### src/rtl/serial_pkg.sv
// Shared types and constants for the 74LV165 panel-switch scanner.
// Also holds the field map used to decode the scanned panel word.
package serial_pkg;

  localparam int DEF_NUM_CHAINS  = 5;
  localparam int DEF_CHAIN_BITS  = 16;
  localparam int DEF_HALF_PERIOD = 2;
  localparam int PANEL_BITS      = DEF_NUM_CHAINS * DEF_CHAIN_BITS;

  typedef enum logic [2:0] {
    IDLE,
    LOAD,
    LOW,
    HIGH,
    DONE
  } scan_state_t;

  typedef struct packed {
    logic [30:0] arr_reg_c;
    logic [11:0] arr_strt;
    logic [11:0] arr_sel;
    logic [11:0] arr_cmp;
  } panel_fields_t;

  // chains 1:0 -> {1'b0, reg_c}; chains 3:2 -> {8'b0, strt, sel}; chain 4 -> {4'b0, cmp}
  function automatic panel_fields_t decode_panel(input logic [PANEL_BITS-1:0] word);
    panel_fields_t f;
    f.arr_reg_c = word[30:0];
    f.arr_sel   = word[43:32];
    f.arr_strt  = word[55:44];
    f.arr_cmp   = word[75:64];
    return f;
  endfunction

endpackage

### src/rtl/serial_phase_timer.sv
// Down-counter that times one shift-clock phase of HALF_PERIOD clk cycles.
// phase_end is high in the last cycle of a phase; restart begins a new phase next cycle.
module serial_phase_timer #(
  parameter int HALF_PERIOD = 2
) (
  input  logic clk,
  input  logic reset,
  input  logic restart,
  output logic phase_end
);

  localparam int CW = (HALF_PERIOD > 1) ? $clog2(HALF_PERIOD) : 1;
  localparam logic [CW-1:0] RELOAD = CW'(HALF_PERIOD - 1);

  logic [CW-1:0] cnt;

  // NOTE: sequential state uses non-blocking assignments so every register samples pre-edge values.
  always_ff @(posedge clk) begin
    if (reset) begin
      cnt <= RELOAD;
    end else if (restart) begin
      cnt <= RELOAD;
    end else if (cnt != '0) begin
      cnt <= cnt - CW'(1);
    end
  end

  assign phase_end = (cnt == '0);

endmodule

### src/rtl/serial_in_scanner.sv
// Controller/deserializer for 74LV165 PISO chains: load, clock out MSB first,
// and present one parallel word per chain with a single-cycle data_val strobe.
module serial_in_scanner
  import serial_pkg::*;
#(
  parameter int NUM_CHAINS  = DEF_NUM_CHAINS,
  parameter int CHAIN_BITS  = DEF_CHAIN_BITS,
  parameter int HALF_PERIOD = DEF_HALF_PERIOD
) (
  input  logic                             clk,
  input  logic                             reset,
  input  logic                             scan_start,
  input  logic                             auto_scan,
  output logic                             serial_in_rclk,
  output logic                             serial_in_shldn,
  input  logic [NUM_CHAINS-1:0]            serial_in_ser,
  output logic [NUM_CHAINS*CHAIN_BITS-1:0] data_out,
  output logic                             data_val,
  output logic                             busy
);

  localparam int BW = $clog2(CHAIN_BITS + 1);
  localparam logic [BW-1:0] LAST_BIT = BW'(CHAIN_BITS - 1);

  scan_state_t           state;
  scan_state_t           next_state;
  logic [NUM_CHAINS-1:0] ser_q;
  logic [BW-1:0]         bit_cnt;
  logic                  phase_end;
  logic                  restart;
  logic                  sample;
  logic                  last_sample;

  serial_phase_timer #(
    .HALF_PERIOD(HALF_PERIOD)
  ) u_phase_timer (
    .clk      (clk),
    .reset    (reset),
    .restart  (restart),
    .phase_end(phase_end)
  );

  // Pins are registered from next_state so they are glitch-free and track state exactly.
  always_ff @(posedge clk) begin
    if (reset) begin
      state           <= IDLE;
      ser_q           <= '0;
      serial_in_rclk  <= 1'b0;
      serial_in_shldn <= 1'b1;
    end else begin
      state           <= next_state;
      ser_q           <= serial_in_ser;
      serial_in_rclk  <= (next_state == HIGH);
      serial_in_shldn <= (next_state != LOAD);
    end
  end

  // NOTE: every output of this block gets a default first so no latch can be inferred.
  always_comb begin
    next_state  = state;
    busy        = 1'b0;
    data_val    = 1'b0;
    sample      = 1'b0;
    last_sample = 1'b0;
    unique case (state)
      IDLE: begin
        if (scan_start || auto_scan) next_state = LOAD;
      end
      LOAD: begin
        busy = 1'b1;
        if (phase_end) next_state = LOW;
      end
      LOW: begin
        busy = 1'b1;
        if (phase_end) begin
          sample      = 1'b1;
          last_sample = (bit_cnt == LAST_BIT);
          next_state  = last_sample ? DONE : HIGH;
        end
      end
      HIGH: begin
        busy = 1'b1;
        if (phase_end) next_state = LOW;
      end
      DONE: begin
        data_val   = 1'b1;
        next_state = (scan_start || auto_scan) ? LOAD : IDLE;
      end
      default: next_state = IDLE;
    endcase
  end

  assign restart = (next_state != state);

  always_ff @(posedge clk) begin
    if (reset) begin
      bit_cnt <= '0;
    end else if (restart && next_state == LOAD) begin
      bit_cnt <= '0;
    end else if (sample) begin
      bit_cnt <= bit_cnt + BW'(1);
    end
  end

  for (genvar c = 0; c < NUM_CHAINS; c++) begin : g_chain
    logic [CHAIN_BITS-1:0] shift_q;
    logic [CHAIN_BITS-1:0] word_q;
    logic [CHAIN_BITS-1:0] shift_d;

    assign shift_d = {shift_q[CHAIN_BITS-2:0], ser_q[c]};

    // NOTE: shift_q is deliberately not reset; each scan rewrites all of it before it reaches word_q.
    always_ff @(posedge clk) begin
      if (sample) shift_q <= shift_d;
    end

    // The final sample goes straight into word_q so data_out is new during the DONE cycle.
    always_ff @(posedge clk) begin
      if (reset) begin
        word_q <= '0;
      end else if (last_sample) begin
        word_q <= shift_d;
      end
    end

    assign data_out[c*CHAIN_BITS +: CHAIN_BITS] = word_q;
  end

endmodule
### config.mk
export PLATFORM = sky130hd
export DESIGN_NAME = serial_in_scanner
export DESIGN_NICKNAME = d
export VERILOG_FILES = /design/src/rtl/serial_pkg.sv /design/src/rtl/serial_phase_timer.sv /design/src/rtl/serial_in_scanner.sv
export SDC_FILE = /design/constraint.sdc
export NUM_CORES = 1
export LEC_CHECK = 0
export BUFFER_PORTS_ARGS = -buffer_cell sky130_fd_sc_hd__buf_2
export CORE_ASPECT_RATIO = 1.2
export CORE_UTILIZATION = 55
export DETAILED_ROUTE_END_ITERATION = 8
export HOLD_SLACK_MARGIN = 0.08
export PLACE_DENSITY = 0.76
export SLEW_MARGIN = 15
export SYNTH_ARGS = -nofsm -noshare
export SYNTH_HDL_FRONTEND = slang
export SYNTH_HIERARCHICAL = 1
export SYNTH_SLANG_ARGS = --single-unit
### constraint.sdc
create_clock -name clk -period 2.48 [get_ports clk]
set_input_delay 0.372 -clock clk [delete_from_list [all_inputs] [get_ports clk]]
set_output_delay 0.372 -clock clk [all_outputs]
set_load 0.05 [all_outputs]
Word-level counts from Yosys, hierarchy flattened
Index checks and enable logic that the tools add are counted.

cells by class
  $add $sub $neg = 2
  equality and inequality tests = 9
  muxes and demuxes = 13
  reduce and logical (&&, ||, !) cells = 7

operators by type and width
  kind                                                   count
  2-to-1 mux 3 bit                                       4
  case mux 3 bit (4 select lines)                        1
  equality test 3 x 2 -> 1 bit, second input constant    3
  2-to-1 mux 1 bit                                       8
  equality test 3 x 1 -> 1 bit, second input constant    2
  OR reduction 2 bit                                     3
  adder 5 x 1 -> 5 bit, second input constant            1
  equality test 5 x 4 -> 1 bit, second input constant    1
  equality test 3 bit, second input constant             1
  zero test 3 bit                                        1
  inequality test 3 x 1 -> 1 bit, second input constant  1
  inequality test 3 bit                                  1
  OR reduction 3 bit                                     1
  logical AND 1 bit                                      1
  logical OR 1 bit                                       1
  subtractor 1 bit, second input constant                1

word-level totals
  flip-flop bits (word level) = 171
  bits of input ports = 9

Depth between registers and ports, before layout
Gate-level depths: netlist of the first run.

  word-level depth = 7
  mapped depth = 8

Cells and area by module
The synthesis of the first run kept the hierarchy.

by module, submodules not included
  module              times used  cells each  area an instance (um2)  sequential area each (um2)
  serial_in_scanner   1           501         5841.9                  4154.0
  serial_phase_timer  1           3           30.0                    20.0

Worst setup path after synthesis of the first run
Ideal clock, no wire load.

  kind = register -> register
  from = register state[2]
  to = register g_chain[0].shift_q[0], enable pin
  data arrival time = 1.704 ns
  data required time = 2.078 ns
  path slack = 0.374 ns
  stages on the path, launching flop included = 4
  path buffers = 1
  cells stage by stage = dfxtp_1 -> nand4bb_4 -> inv_2 -> buf_2

on the way
  longest elaborated chain between the ends = 2

ends and longest elaborated chain
  element                       RTL line                  text
  from (decl)                   serial_in_scanner.sv:25   scan_state_t state;
  from (signal assigned)        serial_in_scanner.sv:51   state <= next_state;
  equality test 3 x 2 -> 1 bit  serial_in_scanner.sv:65   unique case (state)
  2-to-1 mux 1 bit              serial_in_scanner.sv:65
  via sample                    serial_in_scanner.sv:31   logic sample;
  to (signal assigned)          serial_in_scanner.sv:114  if (sample) shift_q <= shift_d;
  to (decl)                     serial_in_scanner.sv:106  logic [CHAIN_BITS-1:0] shift_q;

The timed path passes the listed nets, and every way through them passes these cells.
A chain may end at the register's enable or synchronous reset.

Worst setup path in the final report of the first run
  from = register bit_cnt[0]
  to = register g_chain[0].word_q[10]

on the way
  longest elaborated chain between the ends = 3

ends and longest elaborated chain
  element                       RTL line                  text
  from (decl)                   serial_in_scanner.sv:28   logic [BW-1:0] bit_cnt;
  from (signal assigned)        serial_in_scanner.sv:101  bit_cnt <= bit_cnt + BW'(1);
  equality test 5 x 4 -> 1 bit  serial_in_scanner.sv:77   last_sample = (bit_cnt == LAST_BIT);
  2-to-1 mux 1 bit              serial_in_scanner.sv:75   if (phase_end) begin
  2-to-1 mux 1 bit              serial_in_scanner.sv:65
  to (signal assigned)          serial_in_scanner.sv:122  word_q <= shift_d;
  to (decl)                     serial_in_scanner.sv:107  logic [CHAIN_BITS-1:0] word_q;

No other way between the ends.

==> run summary, run 1 <==
Crit path max-delay cell type = dfxtp_1
Htree depth = 4
Final hold viol count = 0
Worst-case clock buffer depth = 2
Worst Setup End Kind = flop
Part of the cycle the worst path needs = 0.767
Cell Pwr Density = 821 nW/µm²
Largest net degree at the start of global routing = 87
Drt wl/cell = 16.2 µm
Vias per cell = 5.80
Initial antenna violation count = 0
Max Freq = 526 MHz
CP arrival = 2.25 ns
Worst path bufs/invs = 2
DRC viols = 0
Die area = 11100 µm²
Skew final = 0.00948 ns
Post-route setup slack = 0.578 ns
Number of port buffers = 92
Compound-Gate Fraction of Synth Area = 0.148
WL final = 11600 µm
Setup Fix Bufs, Post-CTS = 0
Core area = 10200 µm²
GPL Wtd Cong = 0.724
Seq cells post-synth = 171
Switching share of total power = 0.194
Worst Tran Pin Value = 0.844 ns
Layout cells sized above 1 = 0.223
Clock sink total = 171
Starting Density = 0.575
Top delay family on crit path = buffers and inverters
Crit-path cells = ha_1, and3_1, ha_2, inv_2, buf_12, o21ai_0, a21oi_1
RSZ-0062 raised after global routing = no
Finished Core Util = 0.686
Maxcap violations = 0
Setup_tns = 0 ns
Final setup violation count = 0
Ports = 93
Post-Syn Area = 5870 µm²
Largest family of logic cells by synthesized area = compound AO/OA/AOI/OAI gates
Slew Limit Fails = 0
Number of hold buffers added after CTS = 0
Pleak = 2.55 nW
Worst-Skew Late Latency = 0.42 ns
Reg power frac = 0.516
Critical Path RT = 2.82 ns
Die Wd = 96.3 µm
Cells after synthesis = 504
Net count reported at finish = 589
Syn_nets = 515
Global route overflow = 0
Post_cts resized = 0
P_int = 4.64 mW
Switch Pwr = 1.12 mW
First-pass GRT wire length = 18300 µm
YS warnings = 6
Die Ht = 115 µm
Clock Root Buffer = clkbuf_16
Power share of the clock group = 0.462
Max_slew headroom = 0.437
HPWL after DPL = 6350 µm
Hold/Removal Path Class = in2reg
Drt pass-1 iters = 5
Site row count = 40
Critical Path Start Type = flop
Yosys top cell by area = edfxtp_1
Critical Path Max Stage Delay = 0.34 ns
Gate power share = 0.022
Crit Path Class = reg2reg
Dpl ws = 0.598 ns
Number of global-route vias before repair = 3698
ANT nets after route = 0
Synth top area cells = edfxtp_1 (38%), dfxtp_1 (33%), a21oi_1 (7.2%)
Cell variety after synth = 31
All-Layer GR Usage = 0.222
Layout area overhead = 19.3%
DRT iter0 DRCs = 306
Mean Syn Cell Area = 11.7 µm²
CTS tree = yes
Synth top area share = 0.384
Register area share after synthesis = 0.711
Status = finished clean
Max Fanout on Critical Path = 63
# diodes = 0
Post-Synth Simple-Gate Area = 0.0976
Num CTS Buffers = 17
Post-synthesis mux area share = 0
Synth Area in XOR/XNOR = 0.00149
Tmin final = 1.90 ns
Vias = 4161
Worst-path clk slew = 0.06 ns
Synth Area in Adders = 0.00426
Peak VDD IR = 0.511 mV
Filler instances = 785
## cell usage after synthesis
library cell,number
inv_2,1
inv_1,3
clkinv_1,1
dfxtp_1,96
or2_1,1
and3_1,1
buf_2,4
nand3_1,81
a222oi_1,1
a21o_1,1
nand3b_1,1
nor2b_1,5
clkbuf_1,32
nor4_1,1
or2_2,1
edfxtp_1,75
and2_1,1
ha_1,2
buf_6,1
nor2_1,7
nand4bb_4,1
nor3_1,2
a22oi_1,1
buf_4,6
or3_1,3
o21ai_0,83
a21oi_1,84
xnor2_1,1
nand2_1,4
a211oi_1,1
buf_1,2
## final cells by class
cell class | count | area (µm²) | area share
inverter | 5 | 23.8 | 0.00339
timing repair buffer | 100 | 571 | 0.0814
clock inverter | 5 | 78.8 | 0.0113
multi-input combinational | 283 | 1480 | 0.211
clock buffer | 27 | 524 | 0.0748
sequential | 171 | 4170 | 0.596
tap | 126 | 158 | 0.0225
## logic make-up after synthesis
logic type / after synthesis
AO/OA/AOI/OAI: 171
flip-flops: 171
AND/OR/NAND/NOR: 109
buffers and inverters: 50
adder cells (fa/ha/maj): 2
XOR/XNOR: 1
## path summary, 6_finish.rpt
path / end / slack, ns / from / cells after the start
min: ser_q[0]$_SDFF_PP0_ / 0.16 / serial_in_ser[0] / 2
max: g_chain[0].word_q[10]$_SDFFE_PP0P_ / 0.58 / bit_cnt[0]$_SDFFE_PP0P_ / 7
min reg2reg: g_chain[1].shift_q[0]$_DFFE_PP_ / 0.43 / ser_q[1]$_SDFF_PP0_ / 0
max reg2reg: g_chain[0].word_q[10]$_SDFFE_PP0P_ / 0.58 / bit_cnt[0]$_SDFFE_PP0P_ / 7
## layer usage
metal,up-vias,GRT usage,share of wire
met4,0,0.0951,0.015
met3,11,0.0589,0.059
met1,2031,0.308,0.45
li1,1981,-,-
met5,-,0,0
met2,138,0.329,0.48
## worst register-to-register path: cells and delay by family (launching register included)
kind | cells | cell delay (ns)
buffers and inverters | 2 | 0.55
AO/OA/AOI/OAI | 2 | 0.35
flip-flops | 1 | 0.34
adder cells (fa/ha/maj) | 2 | 0.42
AND/OR/NAND/NOR | 1 | 0.19
## flip-flops by register name (all words and copies together), names as in the netlist
signal and flops:
ser_q 5, g_chain.shift_q 75, serial_in_shldn 1, serial_in_rclk 1
g_chain.word_q 80, u_phase_timer/cnt 1, state 3, bit_cnt 5
## through the flow
stage               power, mW  hold slack, ns  area (µm²)  std cells
CTS                      5.79           0.149        7010        717
floorplan                3.12           0.408        5870        504
global placement         3.15           0.410        6400        685
finish                   5.76           0.164        7010        717
global route             5.92           0.171        7010        717
detailed placement       3.15           0.416        6400        685
## power groups by stage
stage               Combinational [mW]  Sequential [mW]  Clock [mW]
floorplan                       0.0814             3.04           0
global placement                 0.123             3.03           0
detailed placement               0.126             3.03           0
global route                     0.137             2.97        2.81
CTS                              0.127             2.97        2.70
finish                           0.127             2.97        2.66
## cell usage in the layout (no fill, tap or decap), types with 2 or more instances in the layout
| master | instances |
|---|---|
| dfxtp_1 | 96 |
| buf_2 | 92 |
| a21oi_1 | 84 |
| o21ai_0 | 83 |
| nand3_1 | 81 |
| edfxtp_1 | 75 |
| clkbuf_16 | 18 |
| nor2_1 | 7 |
| nor2b_1 | 5 |
| clkbuf_1 | 5 |
| nand2_1 | 4 |
| clkbuf_8 | 4 |
| buf_12 | 4 |
| buf_4 | 4 |
| inv_1 | 3 |
| or3_1 | 3 |
| nor3_1 | 2 |
| bufinv_16 | 2 |
| clkinv_2 | 2 |
(Power assumes the default switching activity.)
==> run 2, diff against run 1 <==
--- a/config.mk
+++ b/config.mk
@@ -5,6 +5,7 @@
 export SDC_FILE = /design/constraint.sdc
 export NUM_CORES = 1
 export LEC_CHECK = 0
+export ABC_AREA = 1
 export BUFFER_PORTS_ARGS = -buffer_cell sky130_fd_sc_hd__buf_2
 export CORE_ASPECT_RATIO = 1.2
 export CORE_UTILIZATION = 55
==> constraint.sdc (replaced) <==
create_clock -name clk -period 1.9 [get_ports clk]
set_input_delay 0.285 -clock clk [delete_from_list [all_inputs] [get_ports clk]]
set_output_delay 0.285 -clock clk [all_outputs]
set_load 0.05 [all_outputs]
==> run 2 against run 1 <==
  * Clock-buffer cell count is 6 lower
  * Combinational power is 60% higher
  * Non-clock buffer count is 9 higher
  * Largest power group unchanged
  * Critical path type unchanged
  * Worst setup slack worse by 0.43 ns
  * Flip-flop and latch count stayed put
  * Critical endpoint is now g_chain[3].word_q[13]$_SDFFE_PP0P_
  * Global-route usage is 0.68 points lower
  * Clock power is 21% higher
  * Register-to-register slack worse by 0.43 ns
  * Via count is 4.4% lower
==> run summary, run 2 <==
Asr flop ratio synth = 0
Gate power share = 0.028
Reg2Reg Setup Slack = 0.15 ns
Worst hold stages = 3
Die area = 10800 µm²
Htree depth = 4
Max Fanout on Critical Path = 23
Status = finished clean
Filler instances = 730
PnR Total Power = 7.32 mW
Ys flop type = dfxtp_1
WL final = 11700 µm
Cell with the most instances after synthesis = nor2_1
Final setup violation count = 0
Biggest register = g_chain.word_q
Ports = 93
Pleak = 3.15 nW
HPWL after DPL = 6620 µm
Site row count = 40
Hold/Removal Path Class = in2reg
Layout cells sized above 1 = 0.230
Number of global-route vias before repair = 3631
Synth top area share = 0.396
Drt wl/cell = 15.4 µm
Max Freq = 571 MHz
DP Area = 6330 µm²
Clock Root Buffer = clkbuf_16
Most frequent cells in the layout = nor2_1 (171), dfxtp_1 (93), buf_2 (92)
First-pass GRT wire length = 17400 µm
Global route overflow = 0
Part of the cycle the worst path needs = 0.921
GPL Wtd Cong = 0.723
Synth top area cells = edfxtp_1 (40%), dfxtp_1 (34%), nor2_1 (11%)
Commonest non-fill, non-tap cell in the layout = nor2_1
Synth Area in XOR/XNOR = 0.00154
Net count reported at finish = 634
Worst reg2reg path depth = 10
Switching share of total power = 0.210
Die Ht = 113 µm
Drt pass-1 iters = 4
Die Wd = 94.8 µm
Post-Syn Area = 5690 µm²
Crit Path Class = reg2reg
RSZ-0062 raised after global routing = no
Register area share after synthesis = 0.734
Layout area overhead = 24.1%
CTS tree = yes
Seq cells post-synth = 171
Final hold viol count = 0
Tmin final = 1.75 ns
All-Layer GR Usage = 0.215
Cell Pwr Density = 1040 nW/µm²
Slew Limit Fails = 0
Mean Syn Cell Area = 10.9 µm²
DRT iter0 DRCs = 208
Maxcap violations = 0
Design Area, Final = 7060 µm²
Worst-path clk slew = 0.06 ns
Critical Path Start Type = flop
Largest net degree at the start of global routing = 49
Core area = 10000 µm²
FF-to-FF End = g_chain[3].word_q[13]$_SDFFE_PP0P_
Syn_nets = 532
YS warnings = 6
Starting Density = 0.568
Synth Area in Adders = 0.00440
P_int = 5.78 mW
Reg-to-Reg Start = bit_cnt[0]$_SDFFE_PP0P_
Number of port buffers = 92
ANT nets after route = 0
CP arrival = 2.06 ns
Regs by FF count = g_chain.word_q: 80 flops, g_chain.shift_q: 75 flops
Max FFs per register = 80
Critical Path RT = 2.21 ns
Max_slew headroom = 0.730
Switch Pwr = 1.54 mW
Vias per cell = 5.22
Top cells by count, synth = nor2_1 (172), dfxtp_1 (96), edfxtp_1 (75), o21ai_0 (66), nand2_1 (28)
Worst Tran Pin Value = 0.405 ns
Reg power frac = 0.531
Dpl ws = 0.101 ns
Largest family of logic cells by synthesized area = simple AND/OR/NAND/NOR gates
Cells after synthesis = 521
Post-route setup slack = 0.150 ns
Worst Setup End Kind = flop
Compound-Gate Fraction of Synth Area = 0.0766
Vias = 3977
Worst Hold End = ser_q[2]$_SDFF_PP0_
Worst Hold Slack = 0.102 ns
Skew final = 0.00806 ns
Peak VDD IR = 0.619 mV
Worst-Skew Late Latency = 0.42 ns
DRC viols = 0
# diodes = 0
Post-synth EDFFs = 75
Post-synthesis mux area share = 0
Hold path startpoint = serial_in_ser[2]
Post-Synth Simple-Gate Area = 0.147
Clock sink total = 171
Power share of the clock group = 0.441
Initial antenna violation count = 0
Worst-case clock buffer depth = 2
Yosys top cell by area = edfxtp_1
Cell variety after synth = 22
Num CTS Buffers = 17
-- run 2: cell count changes after synthesis, sizes merged, moves of 2 or more --
cell	previous run	this run
nand2	4	29
or3	3	0
or2	2	0
inv	4	22
nand3	81	5
a21oi	84	7
nor2	7	174
buf	13	18
nand4	0	2
clkbuf	32	8
nor2b	5	0
o21ai	83	80
-- run 2: final cells by class --
cell class / instances / area [µm²] / area share
inverters: 22 / 85.1 / 0.0121
well taps: 126 / 158 / 0.0223
repair buffers: 109 / 756 / 0.107
flip-flops and latches: 171 / 4180 / 0.592
clock inverters: 11 / 96.3 / 0.0137
multi-input cells: 302 / 1320 / 0.187
clock buffers: 21 / 460 / 0.0652
-- run 2: power groups by stage --
stage                     combinational [mW]  clock (mW)  sequential [mW]
after global placement                 0.187           0             3.97
after global routing                   0.224        3.43             3.89
after floorplan                        0.124           0             3.98
final                                  0.203        3.23             3.89
after detailed placement               0.195           0             3.97
after CTS                              0.202        3.28             3.89
-- run 2: cell families (layout without fill, tap and decap cells) --
group                      count (synthesis)  after routing
adders and majority gates                  2              2
xor gates and xnor gates                   1              1
buffers and inverters                     48            163
and+or+nand+nor                          212            212
AOI/OAI and AO/OA                         87             87
DFF                                      171            171
-- run 2: worst max-delay path by stage --
stage,start,endpoint,slack (ns),depth (start not counted)
2_1_floorplan,state[0]$_SDFF_PP0_,g_chain[0].shift_q[0]$_DFFE_PP_,-0.22,3
3_3_place_gp,bit_cnt[0]$_SDFFE_PP0P_,g_chain[0].word_q[2]$_SDFFE_PP0P_,0.24,10
3_5_place_dp,bit_cnt[0]$_SDFFE_PP0P_,g_chain[3].word_q[13]$_SDFFE_PP0P_,0.10,9
4_1_cts,bit_cnt[0]$_SDFFE_PP0P_,g_chain[3].word_q[13]$_SDFFE_PP0P_,0.08,9
5_1_grt,bit_cnt[0]$_SDFFE_PP0P_,g_chain[3].word_q[13]$_SDFFE_PP0P_,0.002,10
6_report,bit_cnt[0]$_SDFFE_PP0P_,g_chain[3].word_q[13]$_SDFFE_PP0P_,0.15,10
-- run 2: critical path: stages, from the launching register on --
cell	delay (ns)
dfxtp_2	0.34
ha_1	0.22
nand2_1	0.07
nor2_1	0.04
ha_1	0.18
nand2_1	0.16
nor2_4	0.05
buf_12	0.14
buf_12	0.15
o21ai_0	0.21
nor2_1	0.07
-- run 2: per-layer routing --
| layer | vias to the layer above | routed length [µm] | global-route usage | part of all wire |
|---|---|---|---|---|
| met4 | 0 | 152 | 0.0828 | 0.013 |
| met1 | 1929 | 5110 | 0.269 | 0.44 |
| met2 | 111 | 5910 | 0.349 | 0.50 |
| met3 | 15 | 563 | 0.0647 | 0.048 |
| li1 | 1922 | - | - | - |
| met5 | - | 0 | 0 | 0 |
-- run 2: repair_timing --
item                       4_1_cts  5_1_grt
hold endpoints to repair         4        0
setup endpoints to repair        0       59
hold buffers                     4        0
gates resized for setup          0        3
setup buffers                    0        1
-- run 2: per-stage QoR --
step,util,TNS [ns],cells
2_1_floorplan,-,-17.38,521
3_3_place_gp,0.633,0,721
3_5_place_dp,0.633,0,721
4_1_cts,0.692,0,757
5_1_grt,0.705,0,762
6_report,0.705,0,762
